--- config.mk ---
export PLATFORM = sky130hd
export DESIGN_NAME = zero_extend
export DESIGN_NICKNAME = d
export VERILOG_FILES = /design/src/rtl/zero_extend.sv
export SDC_FILE = /design/constraint.sdc
export NUM_CORES = 1
export LEC_CHECK = 0
export ABC_AREA = 1
export BUFFER_PORTS_ARGS = -buffer_cell sky130_fd_sc_hd__buf_2
export CORE_MARGIN = 5
export CORE_UTILIZATION = 39
export CTS_BUF_LIST = sky130_fd_sc_hd__clkbuf_4 sky130_fd_sc_hd__clkbuf_8 sky130_fd_sc_hd__clkbuf_16
export DETAILED_ROUTE_END_ITERATION = 8
export PLACE_DENSITY = 0.75
export SLEW_MARGIN = 20
export SYNTH_ARGS = -nofsm -noshare
export SYNTH_HDL_FRONTEND = slang
export SYNTH_SLANG_ARGS = --single-unit
--- constraint.sdc ---
create_clock -name i_clk -period 0.8 [get_ports i_clk]
set_input_delay 0 -clock i_clk [delete_from_list [all_inputs] [get_ports i_clk]]
set_output_delay 0 -clock i_clk [all_outputs]
set_load 0.05 [all_outputs]
--- src/rtl/zero_extend.sv ---
// zero_extend: keeps the low width_sel field of d_in and zero-fills above it; `ZEXT_SIGN_EXT_EN adds sign fill.
// Latency 1 cycle, one result per cycle, no backpressure: inputs are sampled on every rising edge.
module zero_extend #(
  parameter int DATA_W = 16
) (
  input  logic              i_clk,
  input  logic              i_rst,
  input  logic [DATA_W-1:0] i_d_in,
  input  logic              i_enable,
  input  logic [1:0]        i_width_sel,
`ifdef ZEXT_SIGN_EXT_EN
  input  logic              i_sign_ext,
`endif
  output logic [DATA_W-1:0] o_d_out,
  output logic              o_trunc,
  output logic              o_valid_out
);

  localparam int Q = DATA_W / 4;
  localparam logic [DATA_W-1:0] MASK_Q1 = {{(DATA_W - Q){1'b0}}, {Q{1'b1}}};
  localparam logic [DATA_W-1:0] MASK_Q2 = {{(DATA_W - 2 * Q){1'b0}}, {(2 * Q){1'b1}}};
  localparam logic [DATA_W-1:0] MASK_Q3 = {{Q{1'b0}}, {(DATA_W - Q){1'b1}}};

  logic [DATA_W-1:0] w_mask;
  logic [DATA_W-1:0] w_top;
  logic              w_msb;
  logic              w_sign;
  logic [DATA_W-1:0] w_fill;
  logic [DATA_W-1:0] w_nxt_d;
  logic              w_nxt_trunc;

  logic [DATA_W-1:0] r_d_out;
  logic              r_trunc;
  logic              r_valid;

`ifdef ZEXT_SIGN_EXT_EN
  assign w_sign = i_sign_ext;
`else
  assign w_sign = 1'b0;
`endif

  // w_mask marks the kept field; w_top isolates its MSB for the sign fill.
  always_comb begin
    w_mask = {DATA_W{1'b1}};
    case (i_width_sel)
      2'd0:    w_mask = MASK_Q1;
      2'd1:    w_mask = MASK_Q2;
      2'd2:    w_mask = MASK_Q3;
      default: w_mask = {DATA_W{1'b1}};
    endcase
  end

  assign w_top  = w_mask & ~(w_mask >> 1);
  assign w_msb  = |(i_d_in & w_top);
  assign w_fill = {DATA_W{w_sign & w_msb}};

  always_comb begin
    w_nxt_d     = i_d_in;
    w_nxt_trunc = 1'b0;
    if (i_enable) begin
      w_nxt_d     = (i_d_in & w_mask) | (w_fill & ~w_mask);
      w_nxt_trunc = |((i_d_in ^ w_fill) & ~w_mask);
    end
  end

  always_ff @(posedge i_clk) begin
    if (i_rst) begin
      r_d_out <= '0;
      r_trunc <= 1'b0;
      r_valid <= 1'b0;
    end else begin
      r_d_out <= w_nxt_d;
      r_trunc <= w_nxt_trunc;
      r_valid <= 1'b1;
    end
  end

  assign o_d_out     = r_d_out;
  assign o_trunc     = r_trunc;
  assign o_valid_out = r_valid;

endmodule

==> results by stage, run 1 <==
Status:
- The flow ran to the end, but the final reports show violations.
- The final reports fail on negative setup slack.

Logic synthesis:
- For this run, the leading register cell type out of synthesis is sky130_fd_sc_hd__dfxtp_1.
- After technology mapping, the gate count stands at 72.
- The flip-flop and latch count after synthesis is 18.
- The number of warnings issued by yosys is 0.
- In this run the biggest area consumer among cell types represents roughly three fifths of the synthesized area.
- Sorting the synthesized cells by area gives the leading types as sky130_fd_sc_hd__dfxtp_1 (61%), sky130_fd_sc_hd__inv_1 (9.5%), sky130_fd_sc_hd__nor2_1 (7.0%).
- Counting every net in the synthesized netlist gives 93.
- The synthesized area is between 500 and 600 sq um.
- After synthesis, the most frequently instantiated cells are sky130_fd_sc_hd__dfxtp_1 (18), sky130_fd_sc_hd__inv_1 (15), sky130_fd_sc_hd__nor2_1 (11).
- After synthesis, the share of flip-flops with an asynchronous set or reset is 0%.
- The most common cell in the synthesized netlist is sky130_fd_sc_hd__dfxtp_1.
- The synthesized design contains 0 enable-type register cells.
- The fraction of the yosys area taken by sequential cells is about three fifths.
- The unique cell type count in the Yosys netlist is 12.
- In this run the mean area of a mapped cell was approximately 8.2 sq um.
- Of all cell types, the one taking the most synthesized area is sky130_fd_sc_hd__dfxtp_1.

Routing:
- The per-cell via count in the routed design is just under 5.
- The number of design rule violations left after detail routing is 0.
- The pre-antenna-repair detailed-routing pass consisted of 5 iterations.
- The initial DRC count is 15.
- The total vias in the final route is slightly above 700.
- The average routed wire per standard cell is roughly 15 um.
- The residual antenna-violating net count after detailed routing is 0.
- The final routed wirelength across all metal layers is between 2000 and 2500 um.

STA:
- The time the final worst path needs with I/O delays and setup is 0.8245 ns.
- In this run the tightest slew margin relative to its limit is between 70% and 80%.
- The count of final hold-check violations is 0.
- Setup violations remaining at the end of the flow were counted as 2.
- The final critical path takes up 103.1% of the cycle.
- Static timing analysis puts the maximum clock frequency at 1.213 GHz.
- At the pin with the least slew margin, the transition time is between 0.3 and 0.4 ns.
- The aggregate negative setup slack is -0.02535 ns.
- Setup slack on the critical path of the routed design comes to -0.02446 ns.
- The final max-slew violation count came to 0.
- Setup repair after global routing could not meet its margin everywhere.

Worst setup path:
- The maximum net fanout on the critical path is 2.
- The critical path class is input port to register.
- The startpoint type of the worst setup path is an input port.
- The data arrival time of the worst path is a little over 1 ns.
- The kind of end point of the critical path is a register.
- At the worst endpoint, the required time is 0.99 ns.

Min path:
- The tightest min-delay check is of the input port to register type.
- The source of the worst hold timing path is i_rst.
- The worst hold path was traced through 2 stages.
- The end of the worst hold path is o_valid_out$_DFF_P_.

Global routing:
- The global-route wire length before repair is 3132 um.
- The total congestion overflow after global routing is 0.
- Entering global routing, the biggest net connects 12 pins.
- The number of global-route vias before repair is around 660.
- Global routing used between 15 and 20% of the available tracks across all layers.
- The initial antenna violation count is 0.

Place:
- The worst-case setup slack after placement is between 0.1 and 0.15 ns.
- During placement, the flow inserted port buffers numbering 38.
- The wire-length estimate of the detail-placed layout is between 1000 and 1500 um.
- The final weighted congestion in routability-driven placement is about 0.73.
- The placement-stage cell area is 794.5 sq um.

CTS:
- The deepest level of the CTS H-tree is 1.
- TritonCTS built the clock tree.
- The cell at the root of the clock tree is sky130_fd_sc_hd__clkbuf_4.
- Counting every sink on the clock net gives 18.
- Clock-pin slew was measured on the worst setup and hold paths at 0.10 ns.
- The maximum clock insertion buffer count is 2.
- The number of clock buffers inserted by TritonCTS is 3.

Final layout:
- The final layout net count is 152.
- The final non-filler cell area is approximately 0.0012 sq mm.
- The area overhead of the layout relative to synthesis is 101.3%.
- The repair_antennas step left the layout with diodes totalling 0.
- Of the cells placed in the final design, the portion with a size suffix greater than 1 is between 40% and 50%.

Floorplanning:
- The die outline height is 49.00 um.
- The standard-cell row count is 14.
- The core region is between 0.001 and 0.0015 sq mm.
- The die covers around 0.0024 sq mm.
- The count of pins on the block boundary is 39.
- The chip width is 49.00 um.
- The initial cell density of the core is ~40%.

Power and ir drop:
- The leakage component of the power is roughly 0.62 nW.
- The worst-case IR drop observed on VDD is about 1.0 mV.
- The total power density per cell area is between 1500 and 2000 mW/mm^2.
- Summing internal, switching and leakage power gives between 2 and 2.5 mW.

Flow run:
- The max-cap violation count is 0.
per-stage QoR:
step / instances / util [%] / hold slack [ns]
6_report: 146 / 81.12 / 0.05814
5_1_grt: 146 / 81.12 / 0.05664
4_1_cts: 147 / 76.28 / 0.02673
3_5_place_dp: 125 / 54.00 / 0.2112
3_3_place_gp: 125 / 54.00 / 0.2001
2_1_floorplan: 72 / - / 0.1070
area by class of cell:
| cell class | count | area, sq um |
|---|---|---|
| Clock buffer | 4 | 36.28 |
| Fill cell | 74 | 277.8 |
| Inverter | 15 | 56.30 |
| Multi-Input combinational cell | 37 | 165.2 |
| Sequential cell | 18 | 382.9 |
| Tap cell | 16 | 20.02 |
| Timing Repair Buffer | 56 | 533.0 |
cells in the final DEF, fill, tap and decap left out:
cell / count
sky130_fd_sc_hd__buf_6: 6
sky130_fd_sc_hd__a21oi_1: 2
sky130_fd_sc_hd__clkbuf_8: 1
sky130_fd_sc_hd__nor2_1: 11
sky130_fd_sc_hd__nor3_2: 1
sky130_fd_sc_hd__o21ai_1: 2
sky130_fd_sc_hd__buf_4: 1
sky130_fd_sc_hd__nor2_2: 1
sky130_fd_sc_hd__buf_2: 19
sky130_fd_sc_hd__clkbuf_4: 3
sky130_fd_sc_hd__nand2_1: 10
sky130_fd_sc_hd__dlygate4sd3_1: 17
sky130_fd_sc_hd__inv_1: 15
sky130_fd_sc_hd__nand3_1: 5
sky130_fd_sc_hd__nor3_1: 2
sky130_fd_sc_hd__dlymetal6s4s_1: 1
sky130_fd_sc_hd__dfxtp_2: 18
sky130_fd_sc_hd__buf_8: 12
sky130_fd_sc_hd__o21ai_0: 3
worst max-delay path, stage by stage:
cell	delay (ns)
sky130_fd_sc_hd__dlygate4sd3_1	0.57
sky130_fd_sc_hd__o21ai_1	0.16
sky130_fd_sc_hd__nand2_1	0.08
sky130_fd_sc_hd__nor2_1	0.13
sky130_fd_sc_hd__a21oi_1	0.08
power breakdown:
part           leakage (nW)  internal (mW)  total, mW  switching, mW
clock network        0.0210          0.278      0.561          0.283
logic                 0.448          0.240      0.545          0.305
registers             0.155          0.954      0.984         0.0295
total                 0.624           1.47       2.09          0.617
per-layer routing:
layer	vias up	routed length, um	GRT usage [%]
met4	0	124	12.56
li1	333	-	-
met3	13	130	2.446
met2	32	1152	30.00
met5	-	0	0
met1	338	831	18.13
timing repair:
| item | 4_1_cts | 5_1_grt |
|---|---|---|
| gates resized for setup | 37 | 32 |
| hold buffers | 18 | 0 |
| hold endpoints to repair | 17 | 0 |
| buffers inserted | 0 | 0 |
| setup endpoints to repair | 18 | 20 |
| pin swaps | 0 | 1 |
registers in the layout, summed over array words and instances, names as in the netlist:
name	count
o_d_out	16
o_trunc	1
o_valid_out	1
logic make-up after synthesis:
| kind of cell | share of synthesized area (%) |
|---|---|
| buf+inv | 12.23 |
| compound gates | 5.907 |
| flops | 60.76 |
| simple gates | 21.10 |
worst max-delay path by stage:
| stage | startpoint | depth (start not counted) | slack [ns] | end |
|---|---|---|---|---|
| global route | i_d_in[4] | 5 | -0.03 | o_trunc$_SDFF_PP0_ |
| global placement | i_rst | 4 | 0.12 | o_trunc$_SDFF_PP0_ |
| CTS | o_d_out[1]$_SDFF_PP0_ | 1 | 0.001 | o_d_out[1] |
| finish | i_d_in[4] | 5 | -0.02 | o_trunc$_SDFF_PP0_ |
| floorplan | o_d_out[0]$_SDFF_PP0_ | 0 | 0.21 | o_d_out[0] |
| detailed placement | i_rst | 4 | 0.13 | o_trunc$_SDFF_PP0_ |
Note: power is estimated with default switching activity, not from simulation.
==> inputs of run 2 (changes only) <==
--- a/config.mk
+++ b/config.mk
@@ -12,6 +12,7 @@
 export CTS_BUF_LIST = sky130_fd_sc_hd__clkbuf_4 sky130_fd_sc_hd__clkbuf_8 sky130_fd_sc_hd__clkbuf_16
 export DETAILED_ROUTE_END_ITERATION = 8
 export PLACE_DENSITY = 0.75
+export RECOVER_POWER = 50
 export SLEW_MARGIN = 20
 export SYNTH_ARGS = -nofsm -noshare
 export SYNTH_HDL_FRONTEND = slang
==> results by stage, run 2 (synthesis results as in run 1) <==
Status:
- The flow ran to the end, but the final reports show violations.
- The checks that failed: negative setup slack.

Worst setup path:
- Data arrives at the worst endpoint at about 1 ns.
- The required arrival time at the worst endpoint is ~1 ns.
- STA classifies the critical path startpoint as an input port.
- The worst setup path is captured at a register.
- The critical path class is input port to register.
- The maximum net fanout on the critical path is 2.
- For this run, the slowest stage of the critical path takes 0.57 ns.
- Traced cell by cell, the critical path runs through dlygate4sd3_1 > o21ai_1 > nand2_1 > nor2_1 > a21oi_1.
- On the critical path, the stage with the largest delay is an instance of sky130_fd_sc_hd__dlygate4sd3_1.

CTS:
- The number of clock buffers inserted by TritonCTS is 3.
- The number of sinks handled by clock tree synthesis is 18.
- Post-CTS timing repair inserted 0 buffers for setup.
- The tree is rooted in a sky130_fd_sc_hd__clkbuf_4.
- The post-CTS clock slew at the launch and capture registers of the worst setup and hold paths is 0.11 ns.
- The maximum clock insertion buffer count is 2.
- The deepest level of the CTS H-tree is 1.
- TritonCTS built the clock tree.

Floorplanning:
- In this run the count of I/O pins placed on the die edge is 39.
- The initial cell density of the core is between 40% and 50%.
- The die is between 40 and 50 um wide.
- The die covers roughly 0.0024 sq mm.
- The area of the core is roughly 0.0015 sq mm.
- The die is approximately 50 um tall.
- In this run the core area contains 14 standard-cell rows.

Place:
- The worst-case setup slack after placement is roughly 0.13 ns.
- Once detailed placement completed, the half-perimeter wirelength came to roughly 1100 um.
- Including well taps, the total number of placed cells is about 130.
- Port buffering added 38 buffers.
- The final weighted congestion in routability-driven placement is between 0.7 and 0.8.
- The placement-stage cell area is 794.5 sq um.

Min path:
- In this run the worst hold path is classified as input port to register.

Power and ir drop:
- For this design the ratio of total power to cell area is between 1500 and 2000 mW/mm^2.
- In this run the static leakage power is 0.6186 nW.
- The maximum vdd ir drop is 1.042 mV.
- After layout, the design draws a total of approximately 2.1 mW.

Routing:
- The final routed wirelength across all metal layers is between 2000 and 2500 um.
- The number of design rule violations left after detail routing is 0.
- Dividing the detail-routed via count by the number of cells gives a little under 5.
- The total vias in the final route is 718.
- In this run the remaining antenna-violating nets after routing total 0.
- The initial DRC count is 14.
- The average routed wire per standard cell is approximately 15 um.
- The number of search-and-repair iterations in the first detailed-routing pass is 5.

STA:
- The total of endpoints with negative setup slack in the final report is 2.
- The routed design could run at a clock period as short as between 0.8 and 0.9 ns.
- The worst-case headroom to the max-slew limit is between 70% and 80%.
- The final max-slew violation count is 0.
- Setup repair after global routing could not meet its margin everywhere.
- Hold is met by approximately 0.070 ns.
- The transition time of the tightest slew-check pin is 0.3342 ns.
- Dividing the final minimum period by the clock period gives 102.7%.
- The count of final hold-check violations is 0.
- For this run, the top clock speed supported by timing is 1.217 GHz.
- The aggregate negative setup slack is -0.02223 ns.
- The worst setup slack after layout is -0.02154 ns.

Final layout:
- At the end of the flow, the number of nets in the layout was approximately 150.
- In the layout the commonest cells are sky130_fd_sc_hd__dfxtp_2 (18), sky130_fd_sc_hd__dlygate4sd3_1 (17), sky130_fd_sc_hd__buf_2 (17).
- The number of fill cells in the layout is 76.
- The area overhead of the layout relative to synthesis is 100.8%.
- The register with the most flip-flops in the layout has 16 of them.
- The post-layout instance count excluding filler cells is ~150.
- The leading cell type in the layout, fill and taps excluded is sky130_fd_sc_hd__dfxtp_2.
- The repair_antennas step left the layout with diodes totalling 0.
- At the end of the flow the core is filled with cells to 80.95%.
- The final non-filler cell area is around 0.0012 sq mm.
- The fraction of final layout cells with drive strength greater than 1 is 46.15%.

Global routing:
- The global-route track usage on met2 is 30.00%.
- In this run the most used layer during global routing was met2.
- In the global route stage, overall resource usage came out at around 17%.
- The total congestion overflow after global routing is 0.
- Entering global routing, the biggest net connects 12 pins.
- The met3 capacity usage during global routing is about 2.4%.
- The met1 track demand over resource in global routing is around 18%.
- The number of global-route vias before repair is between 600 and 700.
- The first global-routing pass estimated between 3000 and 4000 um of wire.
- The initial antenna violation count is 0.

Flow run:
- The max-cap violation count is 0.
==> run 2: changes by cell type in the layout (fill, tap and decap cells not counted) <==
cell,previous run,this run
sky130_fd_sc_hd__clkbuf_1,0,2
sky130_fd_sc_hd__buf_2,19,17
==> run 2: final timing paths <==
check | from | cells after the start | endpoint
worst max-delay path | i_d_in[4] | 5 | o_trunc$_SDFF_PP0_
worst min-delay path | i_width_sel[0] | 3 | o_d_out[14]$_SDFF_PP0_
==> run 2: layout make-up <==
cell class	instances	area [sq um]	share of cell area, %
clock buffer	4	36.28	3.046
multi-input combinational	37	165.2	13.87
inverter	15	56.30	4.727
sequential	18	382.9	32.14
tap	16	20.02	1.681
timing repair buffer	56	530.5	44.54
==> run 2: metal layers <==
layer  share of wire, %  vias up
li1                   -      333
met1                 37      338
met2                 51       34
met3                5.9       13
met4                5.7        0
met5                  0        -
==> run 2: repair_timing <==
action,in CTS,in global routing
hold buffers,18,0
endpoints found under the hold margin,17,0
resized for setup,37,32
setup endpoints to repair,18,20
pin swaps,0,1
==> run 2: worst max-delay path, delay by kind of cell <==
| kind | cells | cell delay, ns |
|---|---|---|
| AOI/OAI and AO/OA | 2 | 0.24 |
| buffers and inverters | 1 | 0.57 |
| and+or+nand+nor | 2 | 0.20 |
==> run 2: report_power, final <==
group          internal, mW  switching [mW]
clock                 0.277           0.283
combinational         0.239           0.304
sequential            0.954          0.0295
total                  1.47           0.617
